<file path="src/rtl/bird_ctrl_param_if.sv">
// Bird controller bus: player/collision inputs, draw-engine handshake and
// status outputs, grouped so the controller and its environment share one
// connection.
//
// Draw handshake: the controller raises draw_req (with draw_erase selecting
// the paint colour) and holds both steady until the draw engine returns a
// one-cycle draw_done. A transfer completes on the rising clk edge where
// draw_req=1 and draw_done=1. draw_done arriving while draw_req=0 has no
// effect.
//
// Signals:
//   press_key  flap button, level (rising edge = flap)
//   touched    collision flag from pipe logic, level
//   draw_done  one-cycle completion pulse from the draw engine
//   draw_req   draw request, held until draw_done
//   draw_erase 1 = background colour, 0 = bird colour
//   bird_y     current bird row
//   state_out  controller FSM state code
//   game_over  high while the game is stopped
// Modports: master = controller, slave = environment (buttons, pipes, draw engine).
interface bird_ctrl_param_if #(
    parameter int Y_W = 7
);
    logic           press_key;
    logic           touched;
    logic           draw_done;
    logic           draw_req;
    logic           draw_erase;
    logic [Y_W-1:0] bird_y;
    logic [2:0]     state_out;
    logic           game_over;

    modport master (
        input  press_key, touched, draw_done,
        output draw_req, draw_erase, bird_y, state_out, game_over
    );

    modport slave (
        output press_key, touched, draw_done,
        input  draw_req, draw_erase, bird_y, state_out, game_over
    );
endinterface

</file>
<file path="src/rtl/bird_ctrl_param.sv">
// Flappy-bird style bird controller. Once per frame it erases the bird,
// moves it (rise after a flap, then fall), redraws it, and stops the game on
// a collision or when the bird reaches the floor. A flap while stopped
// restarts the game from the spawn row.
//
// Ports:
//   clk      system clock, all state on the rising edge
//   resetn   asynchronous reset, active high
//   io_bird  controller side of bird_ctrl_param_if (master modport)
module bird_ctrl_param #(
    parameter int Y_W         = 7,
    parameter int Y_START     = 60,
    parameter int Y_CEIL      = 0,
    parameter int Y_FLOOR     = 112,
    parameter int RISE_STEP   = 2,
    parameter int FALL_STEP   = 1,
    parameter int RISE_FRAMES = 8,
    parameter int FRAME_TICKS = 833333
) (
    input  logic clk,
    input  logic resetn,
    bird_ctrl_param_if.master io_bird
);
    localparam int FC_W = (FRAME_TICKS > 1) ? $clog2(FRAME_TICKS) : 1;
    localparam int RC_W = $clog2(RISE_FRAMES) + 1;
    localparam int YX_W = Y_W + 1;

    localparam logic [FC_W-1:0] C_FT_LAST   = FC_W'(FRAME_TICKS - 1);
    localparam logic [RC_W-1:0] C_RISE_LAST = RC_W'(RISE_FRAMES - 1);
    localparam logic [Y_W-1:0]  C_START     = Y_W'(Y_START);
    localparam logic [Y_W-1:0]  C_CEIL      = Y_W'(Y_CEIL);
    localparam logic [Y_W-1:0]  C_FLOOR     = Y_W'(Y_FLOOR);
    localparam logic [YX_W-1:0] C_RISE_X    = YX_W'(RISE_STEP);
    localparam logic [YX_W-1:0] C_FALL_X    = YX_W'(FALL_STEP);
    localparam logic [YX_W-1:0] C_FLOOR_X   = YX_W'(Y_FLOOR);

    typedef enum logic [2:0] {
        S_START  = 3'd0,
        S_ERASE  = 3'd1,
        S_UPDATE = 3'd2,
        S_DRAW   = 3'd3,
        S_WAIT   = 3'd4,
        S_STOP   = 3'd5
    } state_t;

    typedef enum logic [1:0] {
        M_IDLE    = 2'd0,
        M_RISING  = 2'd1,
        M_FALLING = 2'd2
    } mode_t;

    state_t          r_state;
    state_t          w_state_nxt;
    mode_t           r_mode;
    logic [Y_W-1:0]  r_bird_y;
    logic [FC_W-1:0] r_frame_cnt;
    logic [RC_W-1:0] r_rise_cnt;
    logic            r_key_prev;
    logic            r_flap_pending;
    logic            r_hit;
    logic            r_restart;

    logic            w_frame_tick;
    logic            w_flap_edge;
    logic            w_draw_req;
    logic            w_draw_erase;
    logic            w_game_over;
    logic [RC_W-1:0] w_rise_cnt_base;
    logic [YX_W-1:0] w_y_ext;
    logic [YX_W-1:0] w_rise_sub;
    logic [YX_W-1:0] w_fall_sum;
    logic            w_rise_clamp;
    logic [Y_W-1:0]  w_rise_y;
    logic [Y_W-1:0]  w_fall_y;
    logic            w_rise_done;

    assign w_frame_tick = (r_frame_cnt == C_FT_LAST);
    assign w_flap_edge  = io_bird.press_key & ~r_key_prev;

    // A fresh flap restarts the rise sequence from count 0 in the same update.
    assign w_rise_cnt_base = r_flap_pending ? '0 : r_rise_cnt;

    // Motion arithmetic is one bit wider than bird_y: the extra MSB of the
    // subtraction is the borrow, so a step past row 0 clamps instead of wrapping.
    assign w_y_ext      = {1'b0, r_bird_y};
    assign w_rise_sub   = w_y_ext - C_RISE_X;
    assign w_rise_clamp = w_rise_sub[Y_W] || (w_rise_sub[Y_W-1:0] < C_CEIL);
    assign w_rise_y     = w_rise_clamp ? C_CEIL : w_rise_sub[Y_W-1:0];
    assign w_rise_done  = (w_rise_cnt_base == C_RISE_LAST) || (w_rise_y == C_CEIL);
    assign w_fall_sum   = w_y_ext + C_FALL_X;
    assign w_fall_y     = (w_fall_sum >= C_FLOOR_X) ? C_FLOOR : w_fall_sum[Y_W-1:0];

    // State register
    always_ff @(posedge clk or posedge resetn) begin
        if (resetn) begin
            r_state <= S_START;
        end else begin
            r_state <= w_state_nxt;
        end
    end

    // Next state and state-decoded outputs
    always_comb begin
        w_state_nxt  = S_START;
        w_draw_req   = 1'b0;
        w_draw_erase = 1'b0;
        w_game_over  = 1'b0;
        case (r_state)
            S_START: begin
                w_state_nxt = S_DRAW;
            end
            S_DRAW: begin
                w_draw_req  = 1'b1;
                w_state_nxt = S_DRAW;
                if (io_bird.draw_done) begin
                    w_state_nxt = r_hit ? S_STOP : S_WAIT;
                end
            end
            S_WAIT: begin
                w_state_nxt = S_WAIT;
                if (w_frame_tick && ((r_mode != M_IDLE) || r_flap_pending)) begin
                    w_state_nxt = S_ERASE;
                end
            end
            S_ERASE: begin
                w_draw_req   = 1'b1;
                w_draw_erase = 1'b1;
                w_state_nxt  = io_bird.draw_done ? S_UPDATE : S_ERASE;
            end
            S_UPDATE: begin
                w_state_nxt = S_DRAW;
            end
            S_STOP: begin
                w_game_over = 1'b1;
                w_state_nxt = w_flap_edge ? S_ERASE : S_STOP;
            end
            default: begin
                w_state_nxt = S_START;
            end
        endcase
    end

    // Frame timing, input flags and bird motion
    always_ff @(posedge clk or posedge resetn) begin
        if (resetn) begin
            r_frame_cnt    <= '0;
            r_key_prev     <= 1'b0;
            r_flap_pending <= 1'b0;
            r_hit          <= 1'b0;
            r_restart      <= 1'b0;
            r_rise_cnt     <= '0;
            r_mode         <= M_IDLE;
            r_bird_y       <= C_START;
        end else begin
            r_frame_cnt <= w_frame_tick ? '0 : r_frame_cnt + FC_W'(1);
            r_key_prev  <= io_bird.press_key;

            // A flap arriving in the update cycle itself is kept for the next frame.
            if (w_flap_edge) begin
                r_flap_pending <= 1'b1;
            end else if (r_state == S_UPDATE) begin
                r_flap_pending <= 1'b0;
            end

            if (io_bird.touched && (r_state != S_STOP)) begin
                r_hit <= 1'b1;
            end

            if ((r_state == S_STOP) && w_flap_edge) begin
                r_restart <= 1'b1;
            end

            if (r_state == S_UPDATE) begin
                r_restart <= 1'b0;
                if (r_restart) begin
                    r_bird_y       <= C_START;
                    r_mode         <= M_IDLE;
                    r_rise_cnt     <= '0;
                    r_hit          <= 1'b0;
                    r_flap_pending <= 1'b0;
                end else if (r_hit) begin
                    // Frozen in place until the stop screen is reached.
                end else if (r_flap_pending || (r_mode == M_RISING)) begin
                    r_bird_y   <= w_rise_y;
                    r_rise_cnt <= w_rise_cnt_base + RC_W'(1);
                    r_mode     <= w_rise_done ? M_FALLING : M_RISING;
                end else if (r_mode == M_FALLING) begin
                    r_bird_y <= w_fall_y;
                    if (w_fall_y == C_FLOOR) begin
                        r_hit <= 1'b1;
                    end
                end
            end
        end
    end

    assign io_bird.draw_req   = w_draw_req;
    assign io_bird.draw_erase = w_draw_erase;
    assign io_bird.game_over  = w_game_over;
    assign io_bird.bird_y     = r_bird_y;
    assign io_bird.state_out  = r_state;
endmodule
</file>
<file path="src/flat_wrapper.sv">
// flat-port wrapper written by rule: the top's interface ports become plain ports
module bird_ctrl_param_flat 
#(
    parameter int Y_W         = 7,
    parameter int Y_START     = 60,
    parameter int Y_CEIL      = 0,
    parameter int Y_FLOOR     = 112,
    parameter int RISE_STEP   = 2,
    parameter int FALL_STEP   = 1,
    parameter int RISE_FRAMES = 8,
    parameter int FRAME_TICKS = 833333
)
  (clk, resetn, io_bird_press_key, io_bird_touched, io_bird_draw_done, io_bird_draw_req, io_bird_draw_erase, io_bird_bird_y, io_bird_state_out, io_bird_game_over);
  bird_ctrl_param_if #(.Y_W(Y_W)) io_bird_i ();
  input  logic clk;
  input  logic resetn;
  input wire logic [$bits(io_bird_i.press_key)-1:0] io_bird_press_key;
  input wire logic [$bits(io_bird_i.touched)-1:0] io_bird_touched;
  input wire logic [$bits(io_bird_i.draw_done)-1:0] io_bird_draw_done;
  output wire logic [$bits(io_bird_i.draw_req)-1:0] io_bird_draw_req;
  output wire logic [$bits(io_bird_i.draw_erase)-1:0] io_bird_draw_erase;
  output wire logic [$bits(io_bird_i.bird_y)-1:0] io_bird_bird_y;
  output wire logic [$bits(io_bird_i.state_out)-1:0] io_bird_state_out;
  output wire logic [$bits(io_bird_i.game_over)-1:0] io_bird_game_over;
  assign io_bird_i.press_key = io_bird_press_key;
  assign io_bird_i.touched = io_bird_touched;
  assign io_bird_i.draw_done = io_bird_draw_done;
  assign io_bird_draw_req = io_bird_i.draw_req;
  assign io_bird_draw_erase = io_bird_i.draw_erase;
  assign io_bird_bird_y = io_bird_i.bird_y;
  assign io_bird_state_out = io_bird_i.state_out;
  assign io_bird_game_over = io_bird_i.game_over;
  bird_ctrl_param #(.Y_W(Y_W), .Y_START(Y_START), .Y_CEIL(Y_CEIL), .Y_FLOOR(Y_FLOOR), .RISE_STEP(RISE_STEP), .FALL_STEP(FALL_STEP), .RISE_FRAMES(RISE_FRAMES), .FRAME_TICKS(FRAME_TICKS)) u_core (.clk(clk), .resetn(resetn), .io_bird(io_bird_i));
endmodule
</file>
<file path="config.mk">
export PLATFORM = sky130hd
export DESIGN_NAME = bird_ctrl_param_flat
export DESIGN_NICKNAME = d
export VERILOG_FILES = /design/src/rtl/bird_ctrl_param_if.sv /design/src/rtl/bird_ctrl_param.sv /design/src/flat_wrapper.sv
export SDC_FILE = /design/constraint.sdc
export NUM_CORES = 1
export LEC_CHECK = 0
export ABC_AREA = 1
export ABC_CLOCK_PERIOD_IN_PS = 2200
export BUFFER_PORTS_ARGS = -buffer_cell sky130_fd_sc_hd__clkbuf_2
export CAP_MARGIN = 20
export CORE_AREA = 2 2 80 82
export CTS_BUF_LIST = sky130_fd_sc_hd__clkbuf_8 sky130_fd_sc_hd__clkbuf_16
export DETAILED_ROUTE_END_ITERATION = 10
export DIE_AREA = 0 0 82 84
export GPL_ROUTABILITY_DRIVEN = 0
export PLACE_DENSITY = 0.7
export SLEW_MARGIN = 10
export SYNTH_ARGS = -nofsm -noshare
export SYNTH_HDL_FRONTEND = slang
export SYNTH_SLANG_ARGS = --single-unit
</file>
<file path="constraint.sdc">
create_clock -name clk -period 2.2 [get_ports clk]
set_clock_uncertainty 0.2 [all_clocks]
set_input_delay 0 -clock clk [delete_from_list [all_inputs] [get_ports clk]]
set_output_delay 0 -clock clk [all_outputs]
set_load 0.01 [all_outputs]
</file>
# Yosys cells after proc, flatten, opt, wreduce, memory -nomap -nowiden
# Cells that the tools add are included.
# word_totals
reg_bits,40
latch_bits,0
ramBits,0
mem_bits_ro,0
in_bits,5
output_inout_bits,13
elab_cells,83
mem_count,0
# classes
add_sub_neg,4
n_mul,0
div_mod_pow,0
order_cmp,2
eq_ne,12
shifts,0
muxes,37
n_bitwise,2
n_reduce_logical,17
# op_table
op,n
$mux W7,6
$add A20 B1 Y20 const B,1
$eq A20 B20 Y1 const B,1
$mux W20,1
$mux W1,17
$mux W4,4
$pmux W3 S5,1
$mux W2,5
$mux W3,3
$add A7 B1 Y8 const B,1
$ge A8 B7 Y1 const B,1
$sub A7 B2 Y8 const B,1
$eq A7 B7 Y1 const B,1
$logic_not A7 Y1,1
$lt A7 B1 Y1 const B,1
$eq A3 B2 Y1 const B,2
$eq A3 B3 Y1 const B,2
$reduce_and A3 Y1,2
$reduce_bool A2 Y1,3
$add A4 B1 Y4 const B,1
$eq A4 B3 Y1 const B,1
$logic_or A1 B1 Y1,4
$reduce_or A2 Y1,2
$eq A3 B1 Y1 const B,1
other kinds (9),11

# Logic depth before layout (Yosys ltp)
# logic_depth
ltp_word,10
mapped_depth,11
ltp_nobuf,11

# Worst setup path before layout
# No wires, ideal clock.
# synth_path
path_kind,flip-flop to flip-flop
startpoint,"register u_core.r_bird_y[2], in the netlist u_core.io_bird.bird_y[2]"
endpoint,register u_core.r_mode[0]
setup_ps,129
arrival_time_ps,1454
required_time_ps,1871
path_slack_ps,418
stages_incl_launch_ff,11
n_path_buf,0
synth_period_minus_slack_ps,1782
path_cell_list,dfstp_2 -> inv_1 -> ha_1 -> inv_1 -> nor2_1 -> o21ai_1 -> nand2_1 -> nor2_1 -> nand2_1 -> nand3_1 -> o21ai_0
# synth_via
elab_chain_cells,10
# synth_lines
element,line,source
from (decl),bird_ctrl_param.sv:55,logic [Y_W-1:0] r_bird_y;
from (signal assigned),bird_ctrl_param.sv:184,r_bird_y <= w_rise_y;
from (signal assigned),bird_ctrl_param.sv:188,r_bird_y <= w_fall_y;
$sub A7 B2 Y8 *,bird_ctrl_param.sv:86,assign w_rise_sub = w_y_ext - C_RISE_X;
$lt A7 B1 Y1,bird_ctrl_param.sv:87,assign w_rise_clamp = w_rise_sub[Y_W] || (w_rise_sub[Y_W-1:0] < C_CEIL);
$logic_or A1 B1 Y1,bird_ctrl_param.sv:87,
$mux W7 *,bird_ctrl_param.sv:88,assign w_rise_y = w_rise_clamp ? C_CEIL : w_rise_sub[Y_W-1:0];
$logic_not A7 Y1 *,bird_ctrl_param.sv:89,assign w_rise_done = (w_rise_cnt_base == C_RISE_LAST) || (w_rise_y == C_CEIL);
$logic_or A1 B1 Y1 *,bird_ctrl_param.sv:89,
$mux W2 *,bird_ctrl_param.sv:186,r_mode <= w_rise_done ? M_FALLING : M_RISING;
$mux W2 *,bird_ctrl_param.sv:183,end else if (r_flap_pending || (r_mode == M_RISING)) begin
$mux W2 *,bird_ctrl_param.sv:181,end else if (r_hit) begin
$mux W2 *,bird_ctrl_param.sv:175,if (r_restart) begin
to (signal assigned),bird_ctrl_param.sv:186,
to (decl),bird_ctrl_param.sv:54,mode_t r_mode;
# Mark *: on every way between the ends. The rest lies on a longest branch, timed or not. The select of a mux whose other input is x is not followed.
# A chain may end at the register's enable or synchronous reset.

# Worst setup path after layout
# layout_path
startpoint,"register u_core.r_bird_y[1], in the netlist u_core.io_bird.bird_y[1]"
endpoint,register u_core.r_mode[0]
# The elaborated chain is that of the path after synthesis.

==> results.json <==
{
  "cts.sinks": 40,
  "grt_usage_pct": 18.9,
  "cp-end-kind": "flop",
  "worstSetupPathType": "reg -> reg",
  "vias": 2414,
  "slew-limit-headroom_pct": 66.0,
  "path_buf_inv": 1,
  "final_cell_mix": "nand2_1, inv_1, nor2_1, dfrtp_1, nand3_1",
  "status": "completed",
  "htreeDepth": 2,
  "clk_path_buf_depth": 2,
  "syn_to_final_growth_pct": 12.4,
  "grt_pass1_vias": 2334,
  "synthMuxAreaShare_pct": 0,
  "critPathSlowestCell": "dfrtp_1",
  "mostFrequentLayoutCell": "nand2_1",
  "cp_top_family": "simple AND/OR/NAND/NOR gates",
  "period_share_pct": 91.5,
  "finalSetupTns_ps": 0,
  "clkTransAtPathRegs_ps": 80,
  "cp.arrival_ps": 1990,
  "insertedDiodeCount": 0,
  "row_count": 29,
  "synth_adder_area_share_pct": 2.82,
  "syn-cell-area_um2": 2660,
  "syn-instance-count": 362,
  "reg2reg_depth": 9,
  "grt_overflow_total": 0,
  "yosys_most_used_dff": "dfrtp_1",
  "first_pass_iters": 5,
  "postSynthAreaPerCell_um2": 7.34,
  "multi_input_area_um2": 1400,
  "ys_ff_latch": 40,
  "cp_cell_sequence": "inv_1 > ha_1 > nand3_2 > o21ai_1 > nand2_1 > nor2_1 > nand2_1 > nand3_1 > o21ai_0",
  "grt_pass1_wl_um": 10400,
  "routed_wl_um": 5900,
  "critPathMaxFanout": 6,
  "drv_slew": 0,
  "cts_buffers": 5,
  "critPathMostFrequentCell": "nand2_1",
  "layout.nets": 400,
  "core_um2": 6100,
  "startpoint_type": "flop",
  "peakVddDrop_mv": 0.451,
  "viasPerCell": 5.17,
  "rsz0062_at_grt": "false",
  "antenna_found_initial": 0,
  "hold_path.class": "in -> async",
  "fill_cells": 628,
  "die_height_um": 84,
  "max_freq_ghz": 0.497,
  "synthArstFlopShare_pct": 100,
  "post-route-cell-area_um2": 2990,
  "cts_tree": "done",
  "place_area_um2": 2840,
  "boundaryPins": 18,
  "synth_top_family_by_area": "simple AND/OR/NAND/NOR gates",
  "start_util_pct": 43.6,
  "setup_viol": 0,
  "drtIter0Drc": 173,
  "drv_cap": 0,
  "finalHoldViolCount": 0,
  "synth_cell_types": 36,
  "yosys_warnings": 0,
  "leakage_nw": 1.51,
  "finalCriticalPeriod_ps": 2010,
  "required_ps": 2180,
  "place_hpwl_um": 4340,
  "yosysSeqAreaShare_pct": 37.9,
  "ff_latch_area_um2": 1010,
  "root_buffer": "clkbuf_8",
  "grt_max_degree": 41,
  "crit_cells": 9,
  "detail_route.wl_per_cell_um": 12.6,
  "die-area_um2": 6890,
  "synthXorXnorAreaFrac_pct": 3.63,
  "synth_compound_area_share_pct": 7.25,
  "worst_slew_pin_slew_ps": 509,
  "syn_nets": 373,
  "die_x_um": 82,
  "drive_gt1_share_pct": 16.2,
  "insertion_delay_ps": 300,
  "p_per_area_nw_per_um2": 870,
  "ant_nets": 0,
  "synth-simple-area-share_pct": 39.1,
  "synth_edf_count": 0,
  "portBuffers": 17,
  "remaining_drc_errors": 0,
  "slowest_delay_ps": 470
}
[tightest hold or removal path: stages]
cell and delay (ps):
dlygate4sd3_1 530, clkbuf_2 100, inv_1 40, buf_4 430
[final timing paths]
check | start | to | slack (ps)
setup / recovery | u_core.io_bird.bird_y[1] | u_core.r_mode[0] | 190
hold / removal | resetn | u_core.io_bird.bird_y[1] | 150
setup reg to reg | u_core.io_bird.bird_y[1] | u_core.r_mode[0] | 190
hold reg to reg | u_core.r_frame_cnt[0] | u_core.r_frame_cnt[0] | 300
max in group asynchronous | resetn | u_core.io_bird.bird_y[3] | 1290
min in group clk | io_bird_press_key | u_core.r_key_prev | 160
[power by group]
part	switching, W	internal [W]	leakage, nW
registers	0.000178	0.000872	0.512
clock network	0.000283	0.000336	0.0541
logic	0.000595	0.000333	0.939
total	0.00106	0.00154	1.51
[metal layers]
layer / wire length, um / GRT usage (%) / share of wire [%] / vias up
li1: - / - / - / 1220
met1: 2670 / 25.9 / 45 / 1126
met2: 2910 / 30.1 / 49 / 57
met3: 246 / 2.92 / 4.2 / 11
met4: 71 / 6.06 / 1.2 / 0
met5: 0 / 0 / 0 / -
[area by class of cell]
cell class                 instances  area share [%]
clock inverter                     3            1.42
sequential                        40            33.7
timing repair buffer              22            4.44
multi-input combinational        257            47.0
tap                               77            3.23
inverter                          63            7.92
clock buffer                       5            2.30
[registers in the layout, indices dropped and copies added (netlist names)]
| name | flops |
|---|---|
| u_core.io_bird.bird_y | 7 |
| u_core.io_bird.state_out | 3 |
| u_core.r_flap_pending | 1 |
| u_core.r_frame_cnt | 20 |
| u_core.r_hit | 1 |
| u_core.r_key_prev | 1 |
| u_core.r_mode | 2 |
| u_core.r_restart | 1 |
| u_core.r_rise_cnt | 4 |
[through the flow]
step                      power, W  setup WS [ps]  util (%)  hold slack (ps)  cells
after detailed placement   0.00199            242      46.5            -70.7    455
after CTS                  0.00261            208      49.0              160    467
after global placement     0.00197            271      46.5            -73.4    455
after global routing       0.00281           51.5      49.0              154    467
after floorplan            0.00170            418         -             -169    362
final                      0.00260            187      49.0              151    467
[cells by family (layout without fill, tap and decap cells)]
family,count (synthesis),count (layout)
AND/OR/NAND/NOR,208,208
buffers and inverters,65,93
flip-flops,40,40
AO/OA/AOI/OAI,32,32
XOR/XNOR,11,11
adder cells (fa/ha/maj),6,6
[Yosys cell counts (2+ instances only)]
cell,instances,area (um2)
a211oi_1,2,15.0
a21oi_1,11,55.1
dfrtp_1,36,901
dfstp_2,4,105
ha_1,6,75.1
inv_1,59,221
inv_2,4,15.0
nand2_1,75,282
nand2_2,5,31.3
nand3_1,29,145
nand3_2,9,90.1
nand4_1,11,68.8
nor2_1,45,169
nor2_2,5,31.3
nor2_4,4,45.0
nor3_1,12,60.1
nor3b_1,4,30.0
nor4_1,2,12.5
o21ai_0,8,40.0
o21ai_1,2,10.0
o22ai_1,5,31.3
xnor2_1,2,17.5
xor2_1,9,78.8
[what timing repair did]
action                                 in CTS  in global routing
endpoints found under the hold margin      47                  0
setup buffers                               0                  0
hold buffers                                4                  0
gates resized for setup                     0                  0
No activity file was read; power rests on OpenSTA's default activity.
